File: config.mk
export PLATFORM = sky130hd
export DESIGN_NAME = taxi_pcie_msix_rx
export DESIGN_NICKNAME = d
export VERILOG_FILES = /design/src/rtl/taxi_pcie_msix_rx.sv
export SDC_FILE = /design/constraint.sdc
export NUM_CORES = 1
export LEC_CHECK = 0
export ABC_AREA = 1
export BUFFER_PORTS_ARGS = -buffer_cell sky130_fd_sc_hd__buf_4
export CAP_MARGIN = 20
export CORE_UTILIZATION = 49
export DETAILED_ROUTE_END_ITERATION = 7
export PLACE_DENSITY = 0.78
export RECOVER_POWER = 100
export SLEW_MARGIN = 20
export SYNTH_ARGS = -nofsm -noshare
export SYNTH_HDL_FRONTEND = slang
export SYNTH_SLANG_ARGS = --single-unit
File: constraint.sdc
create_clock -name clk -period 2.9 [get_ports clk]
set_input_delay 0.58 -clock clk [delete_from_list [all_inputs] [get_ports clk]]
set_output_delay 0.58 -clock clk [all_outputs]
set_load 0.03 [all_outputs]
File: src/rtl/taxi_pcie_msix_rx.sv
// MSI-X doorbell receiver.
// Consumes inbound memory-write TLPs. A single-DW write of an in-range
// vector number to the configured doorbell address becomes one entry on the
// m_axis_irq stream. Every other TLP is swallowed and flagged on stat_drop.
module taxi_pcie_msix_rx #(
  parameter int IRQ_INDEX_W = 11,
  parameter int FIFO_DEPTH  = 16,
  parameter int DATA_W      = 32
) (
  input  logic                   clk,
  input  logic                   rst_n,

  input  logic [127:0]           rx_wr_req_tlp_hdr,
  input  logic [DATA_W-1:0]      rx_wr_req_tlp_data,
  input  logic                   rx_wr_req_tlp_sop,
  input  logic                   rx_wr_req_tlp_eop,
  input  logic                   rx_wr_req_tlp_valid,
  output logic                   rx_wr_req_tlp_ready,

  output logic [IRQ_INDEX_W-1:0] m_axis_irq_tdata,
  output logic                   m_axis_irq_tvalid,
  output logic                   m_axis_irq_tlast,
  input  logic                   m_axis_irq_tready,

  input  logic [63:0]            db_addr,
  input  logic                   db_enable,

  output logic                   stat_irq,
  output logic                   stat_drop
);

  localparam int AW = $clog2(FIFO_DEPTH);
  localparam int PW = AW + 1;

  typedef enum logic {
    ST_IDLE,
    ST_DROP
  } state_t;

  // Full doorbell qualification of one sop beat.
  function automatic logic is_doorbell(
    input logic [127:0] hdr,
    input logic [31:0]  payload,
    input logic [63:0]  target,
    input logic         enable,
    input logic         sop,
    input logic         eop
  );
    logic [7:0]  fmt_type;
    logic [63:0] addr;
    logic        fmt_ok;
    fmt_type = hdr[127:120];
    fmt_ok   = (fmt_type == 8'h40) || (fmt_type == 8'h60);
    if (fmt_type == 8'h60)
      addr = {hdr[63:32], hdr[31:2], 2'b00};
    else
      addr = {32'h0, hdr[63:34], 2'b00};
    return enable && fmt_ok && sop && eop &&
           (hdr[105:96] == 10'd1) &&
           (hdr[67:64] == 4'hF) && (hdr[71:68] == 4'h0) &&
           (addr[63:2] == target[63:2]) &&
           ((payload >> IRQ_INDEX_W) == 32'd0);
  endfunction

  state_t                 state;
  logic [PW-1:0]          wr_ptr;
  logic [PW-1:0]          rd_ptr;
  logic [IRQ_INDEX_W-1:0] mem [FIFO_DEPTH];

  logic                   xfer;
  logic                   sop_beat;
  logic                   hit;
  logic                   push;
  logic                   pop;
  logic                   miss;
  logic                   fifo_empty;
  logic [PW-1:0]          wr_next;
  logic [PW-1:0]          rd_next;
  logic                   full_next;
  logic                   unused_bits;

  assign xfer     = rx_wr_req_tlp_valid && rx_wr_req_tlp_ready;
  assign sop_beat = xfer && (state == ST_IDLE) && rx_wr_req_tlp_sop;
  assign hit      = sop_beat && is_doorbell(rx_wr_req_tlp_hdr, rx_wr_req_tlp_data[31:0],
                                            db_addr, db_enable,
                                            rx_wr_req_tlp_sop, rx_wr_req_tlp_eop);
  assign push     = hit;
  assign miss     = sop_beat && !hit;

  assign fifo_empty = (wr_ptr == rd_ptr);
  assign pop        = m_axis_irq_tvalid && m_axis_irq_tready;

  // ready is registered from the post-update pointers so it drops the cycle
  // right after the filling push and never depends on tready combinationally.
  assign wr_next   = wr_ptr + PW'(push);
  assign rd_next   = rd_ptr + PW'(pop);
  assign full_next = (wr_next[AW] != rd_next[AW]) &&
                     (wr_next[AW-1:0] == rd_next[AW-1:0]);

  // Head of the FIFO drives the stream; tdata is held at zero while empty.
  assign m_axis_irq_tvalid = !fifo_empty;
  assign m_axis_irq_tdata  = fifo_empty ? '0 : mem[rd_ptr[AW-1:0]];
  assign m_axis_irq_tlast  = 1'b1;

  // Header fields and data bits not involved in doorbell qualification.
  assign unused_bits = ^{rx_wr_req_tlp_hdr[119:106], rx_wr_req_tlp_hdr[95:72],
                         rx_wr_req_tlp_data};

  // Vector storage; holds data only, so it carries no reset.
  always_ff @(posedge clk) begin
    if (push)
      mem[wr_ptr[AW-1:0]] <= rx_wr_req_tlp_data[IRQ_INDEX_W-1:0];
  end

  // FIFO pointers and ready flag.
  always_ff @(posedge clk or negedge rst_n) begin
    if (!rst_n) begin
      wr_ptr              <= '0;
      rd_ptr              <= '0;
      rx_wr_req_tlp_ready <= 1'b0;
    end else begin
      wr_ptr              <= wr_next;
      rd_ptr              <= rd_next;
      rx_wr_req_tlp_ready <= !full_next;
    end
  end

  // TLP framing FSM with registered statistic pulses.
  always_ff @(posedge clk or negedge rst_n) begin
    if (!rst_n) begin
      state     <= ST_IDLE;
      stat_irq  <= 1'b0;
      stat_drop <= 1'b0;
    end else begin
      stat_irq  <= push;
      stat_drop <= miss;
      case (state)
        ST_IDLE: if (miss && !rx_wr_req_tlp_eop) state <= ST_DROP;
        ST_DROP: if (xfer && rx_wr_req_tlp_eop)  state <= ST_IDLE;
        default: state <= ST_IDLE;
      endcase
    end
  end

endmodule

==> run metrics, run 1 <==
Slew HR=47.48%; CTS tree=yes; Ys Warns=0; f_max=0.3397 GHz; port bufs=203; core region area=19400 um2; period utilization=101.5%; met1 Resource Use GR=36.17%; ant diodes=0; top_reg_cell synth=edfxtp_1; PnR worst setup slack=-0.04385 ns; all-layer global routing usage=30.04%; CP max FO=12; Synth Instances=1066; Synth async-reset ratio=7.368%; Yosys top cell by area=edfxtp_1; post-synth cell types=33; register area share after synthesis=58.13%; DRC violations left=0; post-route ant nets=0; Placed Instances=1543; Cell Area, Synth=9694 um2; antenna violations before repair=0; global route hottest layer=met2; WP buf/inv=4; Crit-path slowest cell=dfrtp_2; Worst setup SP type=register; Crit path max-delay family=buffers and inverters; Initial Utilization=49.97%; Mean Syn Cell Area=9.094 um2; VDD IR max=1143 uV; crit path time final=2.944 ns; met3 Use GR=7.344%; P&R area growth vs syn=35.65%; Core Util, Final=67.79%; Final setup viols=9; leakage=0.005484 uW; fraction of layout cells with a size suffix above 1=26.60%; FP Rows=51; final hold violation count=0; Worst setup EP type=output port; final hold slack=0.4273 ns; register area=5640 um2; Finished Layout Cells=1596; number of buffers created by CTS=17; status=finished, violations left; CTS max path bufs=2; worst-margin pin slew=0.7877 ns; max cap viols=0; fill count=1444; top cells by count, synth=258 x nand2_1, 176 x edfxtp_1, 176 x nor2_1, 97 x o21ai_0, 92 x inv_1; syn nets=1301; failing checks=setup timing; vias=8906; GPL Wtd Cong=0.8558; Yosys top cell area share=54.52%; Clock Sinks=190; DR iter-0 viols=1047; largest net degree at the start of global routing=45; Crit path arrival time=2.36 ns; Via density=5.580; die width=142.7 um; footprint of the multi-input gates=3719 um2; HP Class=input pin to register; clock transition at the registers of the reported paths=0.07 ns; DRT Pass-1 Iters=5; Remaining Overflow, GRT=0; Nets=1554; dpl hpwl=19530 um; P per Cell Area=715.6 nW/um2; met2 Track Usage GR=51.01%; ranking of synthesized cells by area=edfxtp_1 55%, nand2_1 10%, nor2_1 6.8%; WL/cell=19.66 um; worst stage delay on the critical path=0.46 ns; # IOs=247; Yosys reg bits=190; H-Tree Depth=4; Routed WL=31380 um; insertion delay to the later sink of the worst-skew pair=0.43 ns; top-count cell post-synth=nand2_1; worst path required time=2.32 ns; Die Area=20350 um2; crit path cell chain=buf_4 -> xnor2_1 -> inv_1 -> nor4_1 -> buf_4 -> a21oi_1 -> buf_4; Root Driver=clkbuf_16; global-route wire length before repair=45000 um; Final Max Slew Viols=0; Setup CP Type=register to output port; Post-synth EDFFs=176; Die Ht=142.7 um; number of global-route vias before repair=8426; most used cell, CP=buf_4; Clock Skew=0.008311 ns; RSZ-0062 raised after global routing=true
[placed cells by master, fill, tap and decap left out, types with 4 or more instances in the layout]
cell type  synthesis  final
o22ai_1           12     12
o21bai_1           4      4
nand3b_1          20     20
o221ai_1          32     32
clkbuf_16          0     22
nand4_4            0      4
clkbuf_1          36     16
buf_16             0      5
a21oi_1           12      9
nand2_1          258    253
buf_4              4    231
nand4_1            5      5
nand3_1           73     69
nor2_2             2     15
nor2_4             3     11
xnor2_1            5      4
buf_6              4     11
dfrtp_1           14     12
nand2_2            0      5
o21ai_0           97     93
buf_12             0     13
xor2_1             8      6
nor2_1           176    155
o21ai_1            8     12
nand3_2            0      4
inv_1             92     91
edfxtp_1         176    176
[routing by layer]
layer  part of all wire [%]  wire (um)
met4                    4.7       1486
met1                     36      11280
met2                     48      15060
met5                      0          0
met3                     11       3548
[power breakdown]
group          switching (uW)  internal, uW
Combinational            2490          1570
Sequential               82.6          3040
Clock                    1020          1200
Total                    3600          5820
[through the flow]
step | setup TNS [ns] | instance area, um2 | worst slack (ns) | total power (uW)
floorplan | -0.1208 | 9794 | -0.1208 | 5220
global placement | -40.09 | 12020 | -0.4761 | 6427
detailed placement | -41.42 | 12020 | -0.5005 | 6494
CTS | 0 | 12860 | 0.002194 | 9001
global route | -2.981 | 13150 | -0.3099 | 9781
finish | -0.2767 | 13150 | -0.04385 | 9411
[area by class of cell]
class | instances | share of cell area [%]
tap | 265 | 2.521
clock inverter | 13 | 1.075
timing repair buffer | 284 | 19.09
inverter | 95 | 2.883
multi-input combinational | 731 | 28.28
sequential | 190 | 42.89
clock buffer | 18 | 3.264
[flip-flops by register name, indices dropped and copies added, names as in the netlist]
| name | count |
|---|---|
| stat_drop | 1 |
| rx_wr_req_tlp_ready | 1 |
| mem | 176 |
| state | 1 |
| stat_irq | 1 |
| wr_ptr | 5 |
| rd_ptr | 5 |
[final timing paths]
| path | slack, ns | cells after the start | startpoint | end |
|---|---|---|---|---|
| worst max-delay path | -0.04 | 7 | rd_ptr[1] | m_axis_irq_tdata[7] |
| worst min-delay path | 0.43 | 4 | rx_wr_req_tlp_eop | state |
| worst max register to register | 0.20 | 12 | rd_ptr[1] | rx_wr_req_tlp_ready |
| worst min register to register | 0.53 | 2 | state | state |
| max in group asynchronous | 1.57 | 2 | rst_n | rd_ptr[0] |
| min in group asynchronous | 0.76 | 2 | rst_n | rx_wr_req_tlp_ready |
[cells by family (layout without fill, tap and decap cells)]
kind of cell	count (synthesis)	after routing	share of synthesized area, %
flops	190	190	58.13
compound gates	167	167	10.18
buf+inv	145	410	6.156
xor+xnor	13	13	1.175
other cells	1	1	0.03868
simple gates	546	546	23.80
fa+ha+maj	4	4	0.5163
[what timing repair did]
| action | in CTS | in global routing |
|---|---|---|
| gates resized for setup | 22 | 48 |
| hold endpoints to repair | 14 | 0 |
| endpoints found under the setup margin | 11 | 189 |
| gates cloned | 5 | 5 |
| setup buffers | 3 | 8 |
| hold buffers | 1 | 0 |
| pin swaps | 7 | 16 |
[worst register-to-register path, cell delays in order (launching register included)]
cell       delay [ns]
dfrtp_2          0.46
buf_4            0.17
xnor2_1          0.16
inv_1            0.06
nor4_1           0.43
nor2_1           0.09
ha_1             0.23
ha_1             0.31
inv_1            0.10
or2_2            0.12
nand2_2          0.06
a2111oi_4        0.30
nand3_1          0.10
Note: power is estimated with default switching activity, not from simulation.
==> run 2: changes to the inputs <==
==> constraint.sdc (replaced) <==
create_clock -name clk -period 2.7 [get_ports clk]
set_input_delay 0.54 -clock clk [delete_from_list [all_inputs] [get_ports clk]]
set_output_delay 0.54 -clock clk [all_outputs]
set_load 0.03 [all_outputs]
==> run 2 against run 1 <==
Net effect:
- the run still ends with setup timing left
- largest power group unchanged
- wire length increased by 19%
- non-clock buffer count increased by 58
- largest cell class unchanged
- cell count increased by 3.8%
- final area increased by 9.3%
- clock skew decreased by 0.0015 ns
- hold slack improved by 0.077 ns
- sequential share of layout area decreased by 3.7 points
- global-route usage increased by 0.11 points
==> run metrics, run 2 (synthesized netlist as in run 1, its figures left out) <==
status=finished, violations left; failing checks=setup timing; Routed WL=37250 um (+19%); P_sw=4722 uW (+31%); P_int=7322 uW (+26%); Net Sw Frac=39.21% (+1.0 points); vias=9757 (+9.6%); insertion delay to the later sink of the worst-skew pair=0.44 ns (about the same); PnR worst setup slack=-0.4836 ns (-0.4398 ns); DRC violations left=0 (unchanged); P per Cell Area=838.0 nW/um2 (+17%); Worst setup EP type=register; Via density=5.892 (+5.6%); f_max=0.3141 GHz; Remaining Overflow, GRT=0 (unchanged); FP Rows=51 (unchanged); final hold slack=0.5043 ns (+0.07709 ns); max cap viols=0 (unchanged); Fin Setup TNS=-7.728 ns (-7.452 ns); Slew HR=46.53% (-0.95 points); clock share of power=20.5% (-3.1 points); Setup CP Type=register to register; RR Startpoint=wr_ptr[3]; sequential power share=27.8% (-5.4 points); final hold violation count=0 (unchanged); largest net degree at the start of global routing=36 (-20%); leakage=0.006000 uW (+9.4%); Crit path arrival time=3.50 ns (+1.14 ns); Worst setup SP type=register; hold_sp=rx_wr_req_tlp_eop; CTS max path bufs=2 (unchanged); Logic pwr share=51.7% (+8.5 points); post-route ant nets=0 (unchanged); pre-CTS setup slack=-0.7676 ns (-0.2671 ns); clock transition at the registers of the reported paths=0.07 ns (about the same); footprint of the multi-input gates=4050 um2 (+8.9%); Nets=1612 (+3.7%); worst-margin pin slew=0.8020 ns (+0.01428 ns); fraction of layout cells with a size suffix above 1=34.32% (+7.7 points); worst path required time=3.01 ns (+0.69 ns); core region area=19400 um2 (unchanged); CTS tree=yes; die width=142.7 um (unchanged); Setup crit start=wr_ptr[3]; antenna violations before repair=1 (+1); VDD IR max=773.6 uV (-32%); H-Tree Depth=4 (unchanged); # IOs=247 (unchanged); RSZ-0062 raised after global routing=true; crit path time final=3.184 ns; HP Class=input pin to register; DR iter-0 viols=1014 (-3.2%); number of flip-flops in the largest register=176 (unchanged); GPL Wtd Cong=0.9006 (+5.2%); period utilization=117.9%; commonest non-fill, non-tap cell in the layout=nand2_1; P&R area growth vs syn=48.26%; Initial Utilization=49.97% (unchanged); internal reg-to-reg setup slack=-0.48 ns (-0.68 ns); WL/cell=22.49 um (+14%); number of global-route vias before repair=8684 (+3.1%); number of buffers created by CTS=17 (unchanged); Die Area=20350 um2 (unchanged); port bufs=203 (unchanged); Die Ht=142.7 um (unchanged); Final Max Slew Viols=0 (unchanged); global-route wire length before repair=45480 um (+1.1%); fill count=1219 (-16%); Root Driver=clkbuf_16; all-layer global routing usage=30.15% (+0.11 points); register area=5638 um2 (about the same); Clock Sinks=190 (unchanged); CP max FO=5 (-7); Clock Skew=0.006844 ns (-0.001467 ns); Final setup viols=118 (+109); dpl hpwl=19400 um (-0.65%); DRT Pass-1 Iters=6 (+1); most frequent cells in the layout=243 x nand2_1, 225 x buf_4, 176 x edfxtp_1, 139 x nor2_1, 89 x inv_1
## run 2: power groups by stage
stage	combinational, uW	clock, uW	sequential, uW
global placement	3550	0	3380
floorplan	2250	0	3350
detailed placement	3630	0	3380
finish	6220	2470	3350
CTS	4150	2420	3330
global route	6350	2570	3350
## run 2: area by class of cell
class	count	share of cell area (%)
diodes	1	0.01741
inverters	95	2.586
multi-input cells	731	28.18
repair buffers	342	23.72
clock inverters	14	0.9750
clock buffers	18	2.986
flip-flops and latches	190	39.23
well taps	265	2.307
## run 2: worst paths after layout
kind,endpoint,depth (start not counted)
min in group asynchronous,stat_drop,2
max in group asynchronous,rd_ptr[1],2
min,state,5
min reg2reg,state,2
max reg2reg,rx_wr_req_tlp_ready,11
max,rx_wr_req_tlp_ready,11
## run 2: what timing repair did
action | in CTS | in global routing
hold buffers | 1 | 0
resized for setup | 37 | 190
endpoints found under the setup margin | 183 | 190
pin swaps | 14 | 80
setup buffers | 8 | 34
hold endpoints to repair | 14 | 0
gates cloned | 5 | 21
## run 2: per-stage QoR
stage	instances	util [%]	area, um2	total power, uW
3_3_place_gp	1556	62.76	12170	6930
3_5_place_dp	1556	62.76	12170	7014
4_1_cts	1602	67.52	13100	9903
5_1_grt	1655	74.08	14370	12270
6_report	1656	74.09	14370	12040
2_1_floorplan	1066	-	9834	5606
## run 2: worst max-delay path, cell delays in order, from the launching register on
cell	delay (ns)
dfrtp_1	0.49
inv_1	0.20
nand2_1	0.10
nand4_1	0.15
nor4_1	0.57
nor2_1	0.12
ha_1	0.25
ha_1	0.26
xor2_1	0.38
xor2_1	0.18
a2111oi_4	0.23
nand3_1	0.12
## run 2: metal layers
| metal | GRT usage [%] | wire (um) |
|---|---|---|
| met2 | 51.63 | 18040 |
| met3 | 6.908 | 4563 |
| met4 | 15.62 | 2230 |
| met5 | 0 | 0 |
| met1 | 35.46 | 12410 |
